**config.mk**
```make
export PLATFORM = sky130hd
export DESIGN_NAME = multicycle_control_fsm
export DESIGN_NICKNAME = d
export VERILOG_FILES = /design/src/rtl/ctrl_pkg.sv /design/src/rtl/mem_wait_timer.sv /design/src/rtl/multicycle_control_fsm.sv
export SDC_FILE = /design/constraint.sdc
export NUM_CORES = 1
export LEC_CHECK = 0
export CELL_PAD_IN_SITES_DETAIL_PLACEMENT = 2
export CELL_PAD_IN_SITES_GLOBAL_PLACEMENT = 2
export CORE_UTILIZATION = 32
export CTS_CLUSTER_SIZE = 24
export DETAILED_ROUTE_END_ITERATION = 8
export HOLD_SLACK_MARGIN = 0.05
export PLACE_DENSITY = 0.91
export SLEW_MARGIN = 40
export SYNTH_ARGS = -nofsm -noshare
export SYNTH_HDL_FRONTEND = slang
export SYNTH_SLANG_ARGS = --single-unit
```
**constraint.sdc**
```tcl
create_clock -name clk -period 5.3 [get_ports clk]
set_clock_uncertainty 0.1 [all_clocks]
set_input_delay 0.53 -clock clk [delete_from_list [all_inputs] [get_ports clk]]
set_output_delay 0.53 -clock clk [all_outputs]
set_load 0.01 [all_outputs]
```
**src/rtl/ctrl_pkg.sv**
```systemverilog
// Shared encodings for the multicycle RV32I control path: state enum, opcode constants,
// datapath mux/ALU-control encodings and the per-state Moore output decode.
package ctrl_pkg;

  typedef enum logic [3:0] {
    FETCH, DECODE, EXEC_R, EXEC_I, MEM_ADDR, MEM_RD,
    MEM_WR, WB_ALU, WB_MEM, BRANCH, JAL, TRAP
  } ctrlStateT;

  localparam logic [6:0] OP_R      = 7'b0110011;
  localparam logic [6:0] OP_I      = 7'b0010011;
  localparam logic [6:0] OP_LOAD   = 7'b0000011;
  localparam logic [6:0] OP_STORE  = 7'b0100011;
  localparam logic [6:0] OP_BRANCH = 7'b1100011;
  localparam logic [6:0] OP_JAL    = 7'b1101111;

  localparam logic [1:0] ALU_OP_ADD    = 2'b00;
  localparam logic [1:0] ALU_OP_SUB    = 2'b01;
  localparam logic [1:0] ALU_OP_RFUNCT = 2'b10;
  localparam logic [1:0] ALU_OP_IFUNCT = 2'b11;

  localparam logic [1:0] SRC_A_PC    = 2'b00;
  localparam logic [1:0] SRC_A_OLDPC = 2'b01;
  localparam logic [1:0] SRC_A_RS1   = 2'b10;

  localparam logic [1:0] SRC_B_RS2  = 2'b00;
  localparam logic [1:0] SRC_B_IMM  = 2'b01;
  localparam logic [1:0] SRC_B_FOUR = 2'b10;

  typedef struct packed {
    logic       pcWrite;
    logic       iord;
    logic       memRead;
    logic       memWrite;
    logic       regWrite;
    logic       memToReg;
    logic [1:0] aluSrcA;
    logic [1:0] aluSrcB;
    logic [1:0] aluOp;
    logic       pcSrc;
  } ctrlOutT;

  // Input-independent strobes for each state; handshake-gated strobes are added by the top.
  function automatic ctrlOutT decodeState(input ctrlStateT s);
    ctrlOutT o;
    o = '0;
    case (s)
      FETCH: begin
        o.memRead = 1'b1;
        o.aluSrcA = SRC_A_PC;
        o.aluSrcB = SRC_B_FOUR;
        o.aluOp   = ALU_OP_ADD;
      end
      DECODE: begin
        o.aluSrcA = SRC_A_OLDPC;
        o.aluSrcB = SRC_B_IMM;
        o.aluOp   = ALU_OP_ADD;
      end
      EXEC_R: begin
        o.aluSrcA = SRC_A_RS1;
        o.aluSrcB = SRC_B_RS2;
        o.aluOp   = ALU_OP_RFUNCT;
      end
      EXEC_I: begin
        o.aluSrcA = SRC_A_RS1;
        o.aluSrcB = SRC_B_IMM;
        o.aluOp   = ALU_OP_IFUNCT;
      end
      MEM_ADDR: begin
        o.aluSrcA = SRC_A_RS1;
        o.aluSrcB = SRC_B_IMM;
        o.aluOp   = ALU_OP_ADD;
      end
      MEM_RD: begin
        o.memRead = 1'b1;
        o.iord    = 1'b1;
      end
      MEM_WR: begin
        o.memWrite = 1'b1;
        o.iord     = 1'b1;
      end
      WB_ALU: o.regWrite = 1'b1;
      WB_MEM: begin
        o.regWrite = 1'b1;
        o.memToReg = 1'b1;
      end
      BRANCH: begin
        o.aluSrcA = SRC_A_RS1;
        o.aluSrcB = SRC_B_RS2;
        o.aluOp   = ALU_OP_SUB;
        o.pcSrc   = 1'b1;
      end
      JAL: begin
        o.aluSrcA  = SRC_A_OLDPC;
        o.aluSrcB  = SRC_B_FOUR;
        o.regWrite = 1'b1;
        o.pcSrc    = 1'b1;
        o.pcWrite  = 1'b1;
      end
      default: o = '0;
    endcase
    return o;
  endfunction

endpackage

```
**src/rtl/mem_wait_timer.sv**
```systemverilog
// Counts consecutive cycles spent waiting on a memory handshake and flags a timeout
// once the limit is reached without ready.
module mem_wait_timer #(
  parameter int LIMIT = 15
) (
  input  logic clk,
  input  logic rst,
  input  logic waiting,
  input  logic ready,
  output logic timeout
);

  logic [7:0] waitCount;

  // Leaving a wait state always clears the count, so every entry to a wait state starts at 0.
  always_ff @(posedge clk) begin
    if (rst || !waiting || ready) begin
      waitCount <= 8'd0;
    end else if (waitCount != 8'hFF) begin
      waitCount <= waitCount + 8'd1;
    end
  end

  assign timeout = waiting && !ready && (waitCount == 8'(LIMIT));

endmodule

```
**src/rtl/multicycle_control_fsm.sv**
```systemverilog
// Multicycle RV32I main control FSM with illegal-opcode and memory-timeout traps.
// Optional retire counter enabled by defining CTRL_RETIRE_CNT_EN.
module multicycle_control_fsm
  import ctrl_pkg::*;
#(
  parameter int OPCODE_W    = 7,
  parameter int ALUOP_W     = 2,
  parameter int TIMEOUT_CYC = 15
`ifdef CTRL_RETIRE_CNT_EN
  , parameter int CNT_W     = 32
`endif
) (
  input  logic                clk,
  input  logic                rst,
  input  logic [OPCODE_W-1:0] opcode,
  input  logic                mem_ready,
  input  logic                branch_taken,
  output logic                pc_write,
  output logic                ir_write,
  output logic                iord,
  output logic                mem_read,
  output logic                mem_write,
  output logic                reg_write,
  output logic                mem_to_reg,
  output logic [1:0]          alu_src_a,
  output logic [1:0]          alu_src_b,
  output logic [ALUOP_W-1:0]  alu_op,
  output logic                pc_src,
  output logic                trap,
  output logic                illegal_instr,
  output logic                mem_timeout
`ifdef CTRL_RETIRE_CNT_EN
  , output logic [CNT_W-1:0]  retire_count
`endif
);

  ctrlStateT  state, nextState;
  ctrlOutT    outQ;
  logic       trapQ, illegalQ, timeoutQ;
  logic       waiting, waitTimeout;
  logic [6:0] op;

  assign op      = 7'(opcode);
  assign waiting = (state == FETCH) || (state == MEM_RD) || (state == MEM_WR);

  mem_wait_timer #(.LIMIT(TIMEOUT_CYC)) uWaitTimer (
    .clk     (clk),
    .rst     (rst),
    .waiting (waiting),
    .ready   (mem_ready),
    .timeout (waitTimeout)
  );

  // Next-state selection; a ready on the timeout cycle still completes the access.
  always_comb begin
    nextState = state;
    case (state)
      FETCH:    if (mem_ready) nextState = DECODE; else if (waitTimeout) nextState = TRAP;
      DECODE: begin
        case (op)
          OP_R:               nextState = EXEC_R;
          OP_I:               nextState = EXEC_I;
          OP_LOAD, OP_STORE:  nextState = MEM_ADDR;
          OP_BRANCH:          nextState = BRANCH;
          OP_JAL:             nextState = JAL;
          default:            nextState = TRAP;
        endcase
      end
      EXEC_R, EXEC_I:         nextState = WB_ALU;
      MEM_ADDR:               nextState = (op == OP_LOAD) ? MEM_RD : MEM_WR;
      MEM_RD:   if (mem_ready) nextState = WB_MEM; else if (waitTimeout) nextState = TRAP;
      MEM_WR:   if (mem_ready) nextState = FETCH;  else if (waitTimeout) nextState = TRAP;
      WB_ALU, WB_MEM, BRANCH, JAL: nextState = FETCH;
      TRAP:                   nextState = TRAP;
      default:                nextState = FETCH;
    endcase
  end

  // Strobes are registered from the decode of the state being entered, so they change
  // exactly with the state register; trap causes are sticky until reset.
  always_ff @(posedge clk) begin
    if (rst) begin
      state    <= FETCH;
      outQ     <= decodeState(FETCH);
      trapQ    <= 1'b0;
      illegalQ <= 1'b0;
      timeoutQ <= 1'b0;
`ifdef CTRL_RETIRE_CNT_EN
      retire_count <= '0;
`endif
    end else begin
      state <= nextState;
      outQ  <= decodeState(nextState);
      if (nextState == TRAP) trapQ <= 1'b1;
      if (state == DECODE && nextState == TRAP) illegalQ <= 1'b1;
      if (waitTimeout) timeoutQ <= 1'b1;
`ifdef CTRL_RETIRE_CNT_EN
      if (nextState == FETCH &&
          (state inside {WB_ALU, WB_MEM, MEM_WR, BRANCH, JAL})) begin
        retire_count <= retire_count + 1'b1;
      end
`endif
    end
  end

  // The PC/IR load strobes follow the memory handshake and branch outcome directly.
  assign pc_write      = outQ.pcWrite
                       | ((state == FETCH)  && mem_ready)
                       | ((state == BRANCH) && branch_taken);
  assign ir_write      = (state == FETCH) && mem_ready;
  assign iord          = outQ.iord;
  assign mem_read      = outQ.memRead;
  assign mem_write     = outQ.memWrite;
  assign reg_write     = outQ.regWrite;
  assign mem_to_reg    = outQ.memToReg;
  assign alu_src_a     = outQ.aluSrcA;
  assign alu_src_b     = outQ.aluSrcB;
  assign alu_op        = ALUOP_W'(outQ.aluOp);
  assign pc_src        = outQ.pcSrc;
  assign trap          = trapQ;
  assign illegal_instr = illegalQ;
  assign mem_timeout   = timeoutQ;

endmodule

```
==> results.sh, run 1 <==
export IMPL_max_cap_viol_count=0
export IMPL_drt_drc_violations_left=0
export IMPL_drtPass1Iterations=4
export IMPL_die_w_um=67.8
export IMPL_crit_path_max_incr_delay_ns=0.53
export IMPL_num_io_pins=28
export IMPL_largest_register_ffs=8
export IMPL_n_fill_cell=468
export IMPL_leakagePower_uw=0.000638
export IMPL_dp_cells=228
export IMPL_fin_crit_ns=2.89
export IMPL_diodes=0
export IMPL_synth_distinct_cells=45
export IMPL_gp_congestion=0.825
export IMPL_yosysWarnings=0
export IMPL_crit_required_ns=4.67
export IMPL_final_max_slew_viol_count=0
export IMPL_start_util=0.339
export IMPL_critPathArrivalTime_ns=2.26
export IMPL_synthArstFlopShare=0
export IMPL_die_area_um2=4600
export IMPL_yosys_area_top_type_share=0.405
export IMPL_grt_max_degree=16
export IMPL_synth_area_um2=1390
export IMPL_final_core_utilization=0.413
export IMPL_setup_viol=0
export IMPL_grt_setup_unrepaired="no"
export IMPL_finalCritPeriodShare=0.545
export IMPL_yosysMostFrequentCell="dfxtp_1"
export IMPL_path_buf_inv=2
export IMPL_post_cts_buffers=0
export IMPL_cp_max_fo=4
export IMPL_synth_area_per_cell_um2=8.39
export IMPL_post_cts_resized=0
export IMPL_routedWlPerCell_um=17.9
export IMPL_grt_pass1_wl_um=6840
export IMPL_top_register="uWaitTimer.waitCount"
export IMPL_reg_top3="uWaitTimer.waitCount (8), state (4)"
export IMPL_multi_input_area_um2=726
export IMPL_max_freq_mhz=346
export IMPL_maxSlewHeadroom=0.600
export IMPL_final_nets=195
export IMPL_cts_root_buf="clkbuf_8"
export IMPL_syn_inst=165
export IMPL_critPathKind="in2out"
export IMPL_portBuffers=27
export IMPL_slowest_stage="clkdlybuf4s50_1"
export IMPL_synth_edf_count=0
export IMPL_cts_made_buffers=3
export IMPL_hold_viol=0
export IMPL_num_vias=1259
export IMPL_cp_common_cell="clkdlybuf4s50_1"
export IMPL_grtUsageTotal=0.203
export IMPL_cp_start_kind="input pin"
export IMPL_clk_pin_slew_worst_paths_ns=0.09
export IMPL_yosys_top_cells_area="dfxtp_1 40%, nor2_1 6.8%, buf_4 3.3%"
export IMPL_yosys_area_top_type="dfxtp_1"
export IMPL_clock_sinks=28
export IMPL_ctsHoldBuffers=0
export IMPL_worst_setup_path_end_kind="primary output"
export IMPL_seq_area_frac_synth=0.405
export IMPL_drt_iter0_drc=46
export IMPL_worst_slew_pin_slew_ns=0.596
export IMPL_clock_path_buffers=2
export IMPL_power_uw=901
export IMPL_htreeDepth=1
export IMPL_hpwl_um=3100
export IMPL_clock_latency_ns=0.28
export IMPL_chipHeight_um=67.8
export IMPL_row_count=23
export IMPL_detail_route_antenna_nets=0
export IMPL_grt_pass1_vias=1373
export IMPL_drive_above_1_share=0.0549
export IMPL_antenna_found_initial=0
export IMPL_status="finished, final reports clean"
export IMPL_ir_worst_vdd_v=0.000219
export IMPL_setup_tns_ns=0
export IMPL_powerDensity_nw_per_um2=533
export IMPL_synth_net_count=177
export IMPL_grt_ovfl_total=0
export IMPL_path_cells="clkdlybuf4s50_1 > nand2b_1 > nor3_1 > or3_1 > clkdlybuf4s50_1"
export IMPL_cts_tree="done"
export IMPL_wl_um=4160
export IMPL_ys_flop_type="dfxtp_1"
export IMPL_core_um2=4090
export IMPL_instances_no_fill=232
export IMPL_synth_seq_cells=28
export IMPL_final_seq_area_um2=561
export IMPL_worstHoldPathType="reg2reg"
export IMPL_syn2layout_area_growth_pct=22.0
export IMPL_viasPerCell=5.43
export IMPL_crit_family="buffers and inverters"
export IMPL_synthTopCellsByCount="28 x dfxtp_1, 25 x nor2_1, 10 x nand2_1"
==> per-stage QoR <==
step                worst slack [ns]  area [um^2]  hold WS [ns]
floorplan                       2.93         1390         0.370
global placement                2.39         1630         0.345
detailed placement              2.26         1630         0.351
CTS                             2.35         1690         0.360
global route                    2.25         1690         0.387
finish                          2.41         1690         0.357
==> per-layer routing <==
metal | vias to the layer above | track usage | share of wire
met5 | - | 0 | 0
met4 | 0 | 0.0365 | 0.0065
met3 | 4 | 0.0507 | 0.028
met2 | 19 | 0.349 | 0.50
met1 | 628 | 0.258 | 0.47
li1 | 608 | - | -
==> power by group <==
group          switching [uW]  internal [uW]  total, uW  leakage [uW]
Combinational             254            204        458      0.000381
Sequential               48.7            262        311      0.000228
Clock                    65.6           66.6        132     0.0000288
==> cell families after synthesis <==
logic type	Yosys count	share of synthesized area
buffers and inverters	18	0.0714
AND/OR/NAND/NOR	80	0.312
XOR/XNOR	4	0.0253
adder cells (fa/ha/maj)	1	0.00903
AO/OA/AOI/OAI	31	0.156
flip-flops	28	0.405
multiplexers	3	0.0217
==> placed cells by master (no fill, tap or decap), drive strengths merged, types with 2 or more instances in the layout <==
master / instances
dfxtp: 28
nor3: 8
a31oi: 7
or3: 3
or2: 3
nor4b: 3
and3: 3
xnor2: 3
nand2b: 7
o21ai: 3
clkbuf: 4
nor2b: 2
or4: 3
nand3: 5
o31ai: 3
o21bai: 2
mux2i: 3
a21oi: 5
a21o: 3
nand2: 10
inv: 4
nor2: 25
clkdlybuf4s50: 27
==> tightest hold or removal path, stage by stage (launching register included) <==
cell and delay (ns):
dfxtp_1 0.32, inv_1 0.05, a21oi_1 0.05
==> final cells by class <==
type                    count  area share
well taps                  50      0.0370
clock buffers               4      0.0326
flip-flops and latches     28       0.332
multi-input cells         119       0.430
repair buffers             27       0.160
inverters                   4     0.00889
==> path summary, 6_finish.rpt <==
check             slack (ns)  depth (start not counted)     startpoint       endpoint
setup / recovery        2.41                          5      mem_ready       pc_write
hold / removal          0.36                          2  illegal_instr  illegal_instr
setup reg to reg        2.77                          6       state[2]  illegal_instr
hold reg to reg         0.36                          2  illegal_instr  illegal_instr
(Power assumes the default switching activity.)
==> inputs of run 2 (changes only) <==
--- a/config.mk
+++ b/config.mk
@@ -7,11 +7,11 @@
 export LEC_CHECK = 0
 export CELL_PAD_IN_SITES_DETAIL_PLACEMENT = 2
 export CELL_PAD_IN_SITES_GLOBAL_PLACEMENT = 2
-export CORE_UTILIZATION = 32
+export CORE_UTILIZATION = 26
 export CTS_CLUSTER_SIZE = 24
 export DETAILED_ROUTE_END_ITERATION = 8
 export HOLD_SLACK_MARGIN = 0.05
-export PLACE_DENSITY = 0.91
+export PLACE_DENSITY = 0.8
 export SLEW_MARGIN = 40
 export SYNTH_ARGS = -nofsm -noshare
 export SYNTH_HDL_FRONTEND = slang
==> constraint.sdc (replaced) <==
create_clock -name clk -period 2.6 [get_ports clk]
set_clock_uncertainty 0.1 [all_clocks]
set_input_delay 0.26 -clock clk [delete_from_list [all_inputs] [get_ports clk]]
set_output_delay 0.26 -clock clk [all_outputs]
set_load 0.01 [all_outputs]
==> run 2 against run 1 <==
Against the previous run: die area increased by 22%; wire length is 9.1% lower; cell count grew 12%; worst setup slack worse by 2.3 ns; clock power increased to 2.6 times the previous value; critical path depth is 1 lower; register-to-register slack worse by 2.5 ns; combinational power rose by 110%; critical path type is now reg2out; largest power group unchanged.
==> results.sh, run 2 (synthesis results as in run 1) <==
export IMPL_clkPwrFrac=0.180
export IMPL_place_area_um2=1710
export IMPL_global_route_usage_met2=0.251
export IMPL_slowest_stage="clkdlybuf4s50_1"
export IMPL_r2r_end="illegal_instr"
export IMPL_leakagePower_uw=0.000679
export IMPL_drtPass1Iterations=4
export IMPL_path_cells="or2_2 > nor3_1 > or3_1 > clkdlybuf4s50_1"
export IMPL_setup_slack_ns=0.0916
export IMPL_detail_route_antenna_nets=0
export IMPL_chipHeight_um=75.0
export IMPL_maxSlewHeadroom=0.633
export IMPL_grtUsageTotal=0.156
export IMPL_n_fill_cell=605
export IMPL_hpwl_um=2930
export IMPL_num_io_pins=28
export IMPL_die_area_um2=5620
export IMPL_hold_viol=0
export IMPL_mostFrequentLayoutCells="27 x dfxtp_1, 27 x clkdlybuf4s50_1, 25 x nor2_1, 10 x nand2_1"
export IMPL_pre_cts_ws_ns=-0.0399
export IMPL_grt_pass1_vias=1312
export IMPL_num_vias=1280
export IMPL_powerDensity_nw_per_um2=1070
export IMPL_top_register="uWaitTimer.waitCount"
export IMPL_core_um2=5110
export IMPL_grt_ovfl_total=0
export IMPL_status="finished, final reports clean"
export IMPL_worst_setup_path_end_kind="primary output"
export IMPL_crit_path_max_incr_delay_ns=0.53
export IMPL_cp_max_fo=8
export IMPL_endpoint="pc_write"
export IMPL_power_frac_seq=0.327
export IMPL_worstHoldPathType="reg2reg"
export IMPL_power_switching_share=0.380
export IMPL_grt_max_degree=17
export IMPL_final_seq_area_um2=562
export IMPL_diodes=0
export IMPL_final_core_utilization=0.349
export IMPL_final_max_slew_viol_count=0
export IMPL_use_met1=0.203
export IMPL_final_nets=202
export IMPL_drive_above_1_share=0.0952
export IMPL_fin_area_um2=1780
export IMPL_critPathKind="reg2out"
export IMPL_cp_depth=4
export IMPL_multi_input_area_um2=726
export IMPL_htreeDepth=1
export IMPL_cts_made_buffers=3
export IMPL_max_freq_mhz=399
export IMPL_finalCritPeriodShare=0.965
export IMPL_reg2reg_depth=6
export IMPL_grt_setup_unrepaired="no"
export IMPL_cts_root_buf="clkbuf_8"
export IMPL_use_met3=0.0388
export IMPL_clock_path_buffers=2
export IMPL_grt_busiest_layer="met2"
export IMPL_critPathArrivalTime_ns=2.15
export IMPL_drt_iter0_drc=30
export IMPL_syn2layout_area_growth_pct=28.8
export IMPL_reg_top3="uWaitTimer.waitCount (8), state (4)"
export IMPL_post_cts_buffers=0
export IMPL_routedWlPerCell_um=14.6
export IMPL_viasPerCell=4.94
export IMPL_pwr_share_comb=0.493
export IMPL_fin_crit_ns=2.51
export IMPL_crit_family="simple AND/OR/NAND/NOR gates"
export IMPL_cp_start_kind="flop"
export IMPL_die_w_um=75.0
export IMPL_antenna_found_initial=0
export IMPL_crit_required_ns=2.24
export IMPL_gp_congestion=0.764
export IMPL_clk_pin_slew_worst_paths_ns=0.10
export IMPL_clock_latency_ns=0.29
export IMPL_max_cap_viol_count=0
export IMPL_worst_slew_pin_slew_ns=0.546
export IMPL_clock_sinks=28
export IMPL_start_util=0.271
export IMPL_portBuffers=27
export IMPL_r2r_start="state[0]"
export IMPL_path_buf_inv=1
export IMPL_setup_viol=0
export IMPL_largest_register_ffs=8
export IMPL_power_switching_uw=727
export IMPL_cts_tree="done"
export IMPL_setup_worst_path_start="state[1]"
export IMPL_p_int_uw=1190
export IMPL_row_count=26
export IMPL_fin_hold_ws_ns=0.368
export IMPL_grt_pass1_wl_um=6490
export IMPL_r2r_setup_slack_ns=0.28
export IMPL_wl_um=3780
export IMPL_ir_worst_vdd_v=0.000430
export IMPL_drt_drc_violations_left=0
-- run 2: cell count changes in the layout (fill, tap and decap cells not counted) --
cell       delta
clkbuf_8      -1
buf_4         +7
bufinv_16     +1
dfxtp_2       +1
dfxtp_1       -1
-- run 2: tightest hold or removal path, stage by stage (launching register included) --
cell,delay (ns)
dfxtp_1,0.32
inv_1,0.05
a21oi_1,0.05
-- run 2: routing by layer --
metal  up-vias  share of wire
met5         -              0
met4         0          0.017
met3         5          0.038
met2        24           0.47
met1       625           0.47
li1        626              -
-- run 2: through the flow --
step / power, uW / setup TNS, ns / instances
detailed placement: 1580 / -0.0399 / 255
finish: 1910 / 0 / 259
floorplan: 1240 / 0 / 165
global route: 2070 / 0 / 259
CTS: 1950 / 0 / 259
global placement: 1570 / 0 / 255
-- run 2: how the worst min path moves through the flow --
stage | startpoint | endpoint | cells past startpoint
5_1_grt | illegal_instr | illegal_instr | 2
2_1_floorplan | rst | state[0] | 1
3_3_place_gp | illegal_instr | illegal_instr | 2
6_report | illegal_instr | illegal_instr | 2
4_1_cts | illegal_instr | illegal_instr | 2
3_5_place_dp | illegal_instr | illegal_instr | 2
-- run 2: final cells by class --
class,count,share of cell area
inverter,4,0.00842
clock inverter,1,0.0168
tap,70,0.0491
multi-input combinational,119,0.407
clock buffer,3,0.0231
timing repair buffer,34,0.181
sequential,28,0.315
-- run 2: power by group through the flow --
stage                     registers, uW  clock network [uW]  logic [uW]
after floorplan                     602                   0         641
after global placement              634                   0         933
after detailed placement            634                   0         950
after CTS                           626                 358         964
after global routing                642                 371        1060
final                               626                 345         943
-- run 2: repair_timing --
action / CTS / global route
hold buffers: 0 / 0
resized for setup: 0 / 1
endpoints found under the setup margin: 0 / 2
hold endpoints to repair: 0 / 0
==> inputs of run 3 (changes only) <==
--- a/config.mk
+++ b/config.mk
@@ -11,7 +11,9 @@
 export CTS_CLUSTER_SIZE = 24
 export DETAILED_ROUTE_END_ITERATION = 8
 export HOLD_SLACK_MARGIN = 0.05
+export MAX_ROUTING_LAYER = met4
 export PLACE_DENSITY = 0.8
+export RECOVER_POWER = 25
 export SLEW_MARGIN = 40
 export SYNTH_ARGS = -nofsm -noshare
 export SYNTH_HDL_FRONTEND = slang
==> run 3 against run 2 <==
Against the previous run: worst setup slack better by 0.011 ns; worst hold slack lost 0.0041 ns; non-clock buffer count stayed put; cell count unchanged; first-iteration DRC count decreased by 3.3%; die area did not move; design area unchanged; largest cell class unchanged.
==> results.sh, run 3 (synthesis results as in run 1) <==
export IMPL_grt_pass1_vias=1314
export IMPL_max_freq_mhz=400
export IMPL_setup_viol=0
export IMPL_routedWlPerCell_um=14.6
export IMPL_hold_viol=0
export IMPL_final_max_slew_viol_count=0
export IMPL_final_common_cell="dfxtp_1"
export IMPL_fin_crit_ns=2.50
export IMPL_viasPerCell=4.92
export IMPL_row_count=26
export IMPL_critPathKind="reg2out"
export IMPL_drt_iter0_drc=29
export IMPL_post_cts_buffers=0
export IMPL_power_switching_share=0.385
export IMPL_crit_family="simple AND/OR/NAND/NOR gates"
export IMPL_grt_ovfl_total=0
export IMPL_n_fill_cell=605
export IMPL_detail_route_antenna_nets=0
export IMPL_top_register="uWaitTimer.waitCount"
export IMPL_cts_tree="done"
export IMPL_pwr_share_comb=0.487
export IMPL_start_util=0.271
export IMPL_place_area_um2=1710
export IMPL_clk_pin_slew_worst_paths_ns=0.10
export IMPL_clock_path_buffers=2
export IMPL_clock_sinks=28
export IMPL_portBuffers=27
export IMPL_chipHeight_um=75.0
export IMPL_grt_setup_unrepaired="no"
export IMPL_worst_setup_path_end_kind="primary output"
export IMPL_clkPwrFrac=0.183
export IMPL_worstHoldPathType="reg2reg"
export IMPL_clock_latency_ns=0.28
export IMPL_cp_max_fo=8
export IMPL_cts_root_buf="clkbuf_8"
export IMPL_setup_slack_ns=0.103
export IMPL_worst_slew_pin_slew_ns=0.540
export IMPL_instances_no_fill=259
export IMPL_power_switching_uw=728
export IMPL_syn2layout_area_growth_pct=28.8
export IMPL_finalCritPeriodShare=0.960
export IMPL_drtPass1Iterations=4
export IMPL_cts_made_buffers=3
export IMPL_ctsHoldBuffers=0
export IMPL_htreeDepth=1
export IMPL_powerDensity_nw_per_um2=1060
export IMPL_largest_register_ffs=8
export IMPL_num_vias=1275
export IMPL_num_io_pins=28
export IMPL_pre_cts_ws_ns=-0.0399
export IMPL_p_int_uw=1160
export IMPL_dp_cells=255
export IMPL_die_area_um2=5620
export IMPL_mostFrequentLayoutCells="27 x dfxtp_1, 25 x nor2_1, 16 x clkdlybuf4s50_1, 11 x dlygate4sd3_1, 10 x nand2_1"
export IMPL_reg_top3="uWaitTimer.waitCount (8), state (4)"
export IMPL_slowest_stage="clkdlybuf4s50_1"
export IMPL_leakagePower_uw=0.000706
export IMPL_post_cts_resized=0
export IMPL_die_w_um=75.0
export IMPL_grt_pass1_wl_um=6490
export IMPL_max_cap_viol_count=0
export IMPL_ir_worst_vdd_v=0.000426
export IMPL_wl_um=3790
export IMPL_diodes=0
export IMPL_crit_required_ns=2.24
export IMPL_cp_start_kind="flop"
export IMPL_critPathArrivalTime_ns=2.14
export IMPL_power_frac_seq=0.330
export IMPL_gp_congestion=0.774
export IMPL_drt_drc_violations_left=0
export IMPL_hpwl_um=2930
export IMPL_final_core_utilization=0.349
export IMPL_grtUsageTotal=0.161
export IMPL_power_uw=1890
export IMPL_maxSlewHeadroom=0.638
export IMPL_grt_max_degree=17
export IMPL_final_nets=202
export IMPL_crit_path_max_incr_delay_ns=0.53
export IMPL_antenna_found_initial=0
export IMPL_core_um2=5110
export IMPL_path_buf_inv=1
export IMPL_drive_above_1_share=0.0952
export IMPL_status="finished, final reports clean"
export IMPL_fin_area_um2=1780
export IMPL_path_cells="or2_2 > nor3_1 > or3_1 > clkdlybuf4s50_1"
-- run 3: cell count changes in the layout (fill, tap and decap cells not counted) --
cell,previous run,this run
clkdlybuf4s50_1,27,16
dlygate4sd3_1,0,11
-- run 3: per-layer routing --
| metal | global-route usage | share of wire | vias up | wire, um |
|---|---|---|---|---|
| met4 | 0.0566 | 0.017 | 0 | 66 |
| met1 | 0.205 | 0.49 | 625 | 1850 |
| met5 | - | 0 | - | 0 |
| met3 | 0.0361 | 0.025 | 5 | 95 |
| li1 | - | - | 625 | - |
| met2 | 0.251 | 0.47 | 20 | 1770 |
-- run 3: area by class of cell --
| class | instances | area, um^2 | share of cell area |
|---|---|---|---|
| multi-input cells | 119 | 726 | 0.407 |
| flip-flops and latches | 28 | 562 | 0.315 |
| repair buffers | 34 | 323 | 0.181 |
| well taps | 70 | 87.6 | 0.0491 |
| clock buffers | 3 | 41.3 | 0.0231 |
| clock inverters | 1 | 30.0 | 0.0168 |
| inverters | 4 | 15.0 | 0.00842 |
-- run 3: path summary, 6_finish.rpt --
kind | endpoint | cells after the start | from | slack (ns)
worst max register to register | illegal_instr | 6 | state[0] | 0.28
worst min-delay path | illegal_instr | 2 | illegal_instr | 0.36
worst min register to register | illegal_instr | 2 | illegal_instr | 0.36
worst max-delay path | pc_write | 4 | state[1] | 0.10
-- run 3: worst min-delay path, delay by kind of cell, from the launching register on --
family,cells,cell delay [ns]
compound gates,1,0.05
buf+inv,1,0.05
flops,1,0.32
-- run 3: through the flow --
step	hold WS (ns)	TNS, ns
6_report	0.363	0
3_3_place_gp	0.347	0
2_1_floorplan	0.241	0
4_1_cts	0.375	0
5_1_grt	0.389	0
3_5_place_dp	0.356	-0.0399
-- run 3: power by group through the flow --
| stage | sequential [uW] | combinational [uW] | clock, uW |
|---|---|---|---|
| floorplan | 602 | 641 | 0 |
| global placement | 634 | 933 | 0 |
| detailed placement | 634 | 950 | 0 |
| CTS | 626 | 964 | 358 |
| global route | 639 | 1030 | 371 |
| finish | 625 | 921 | 346 |
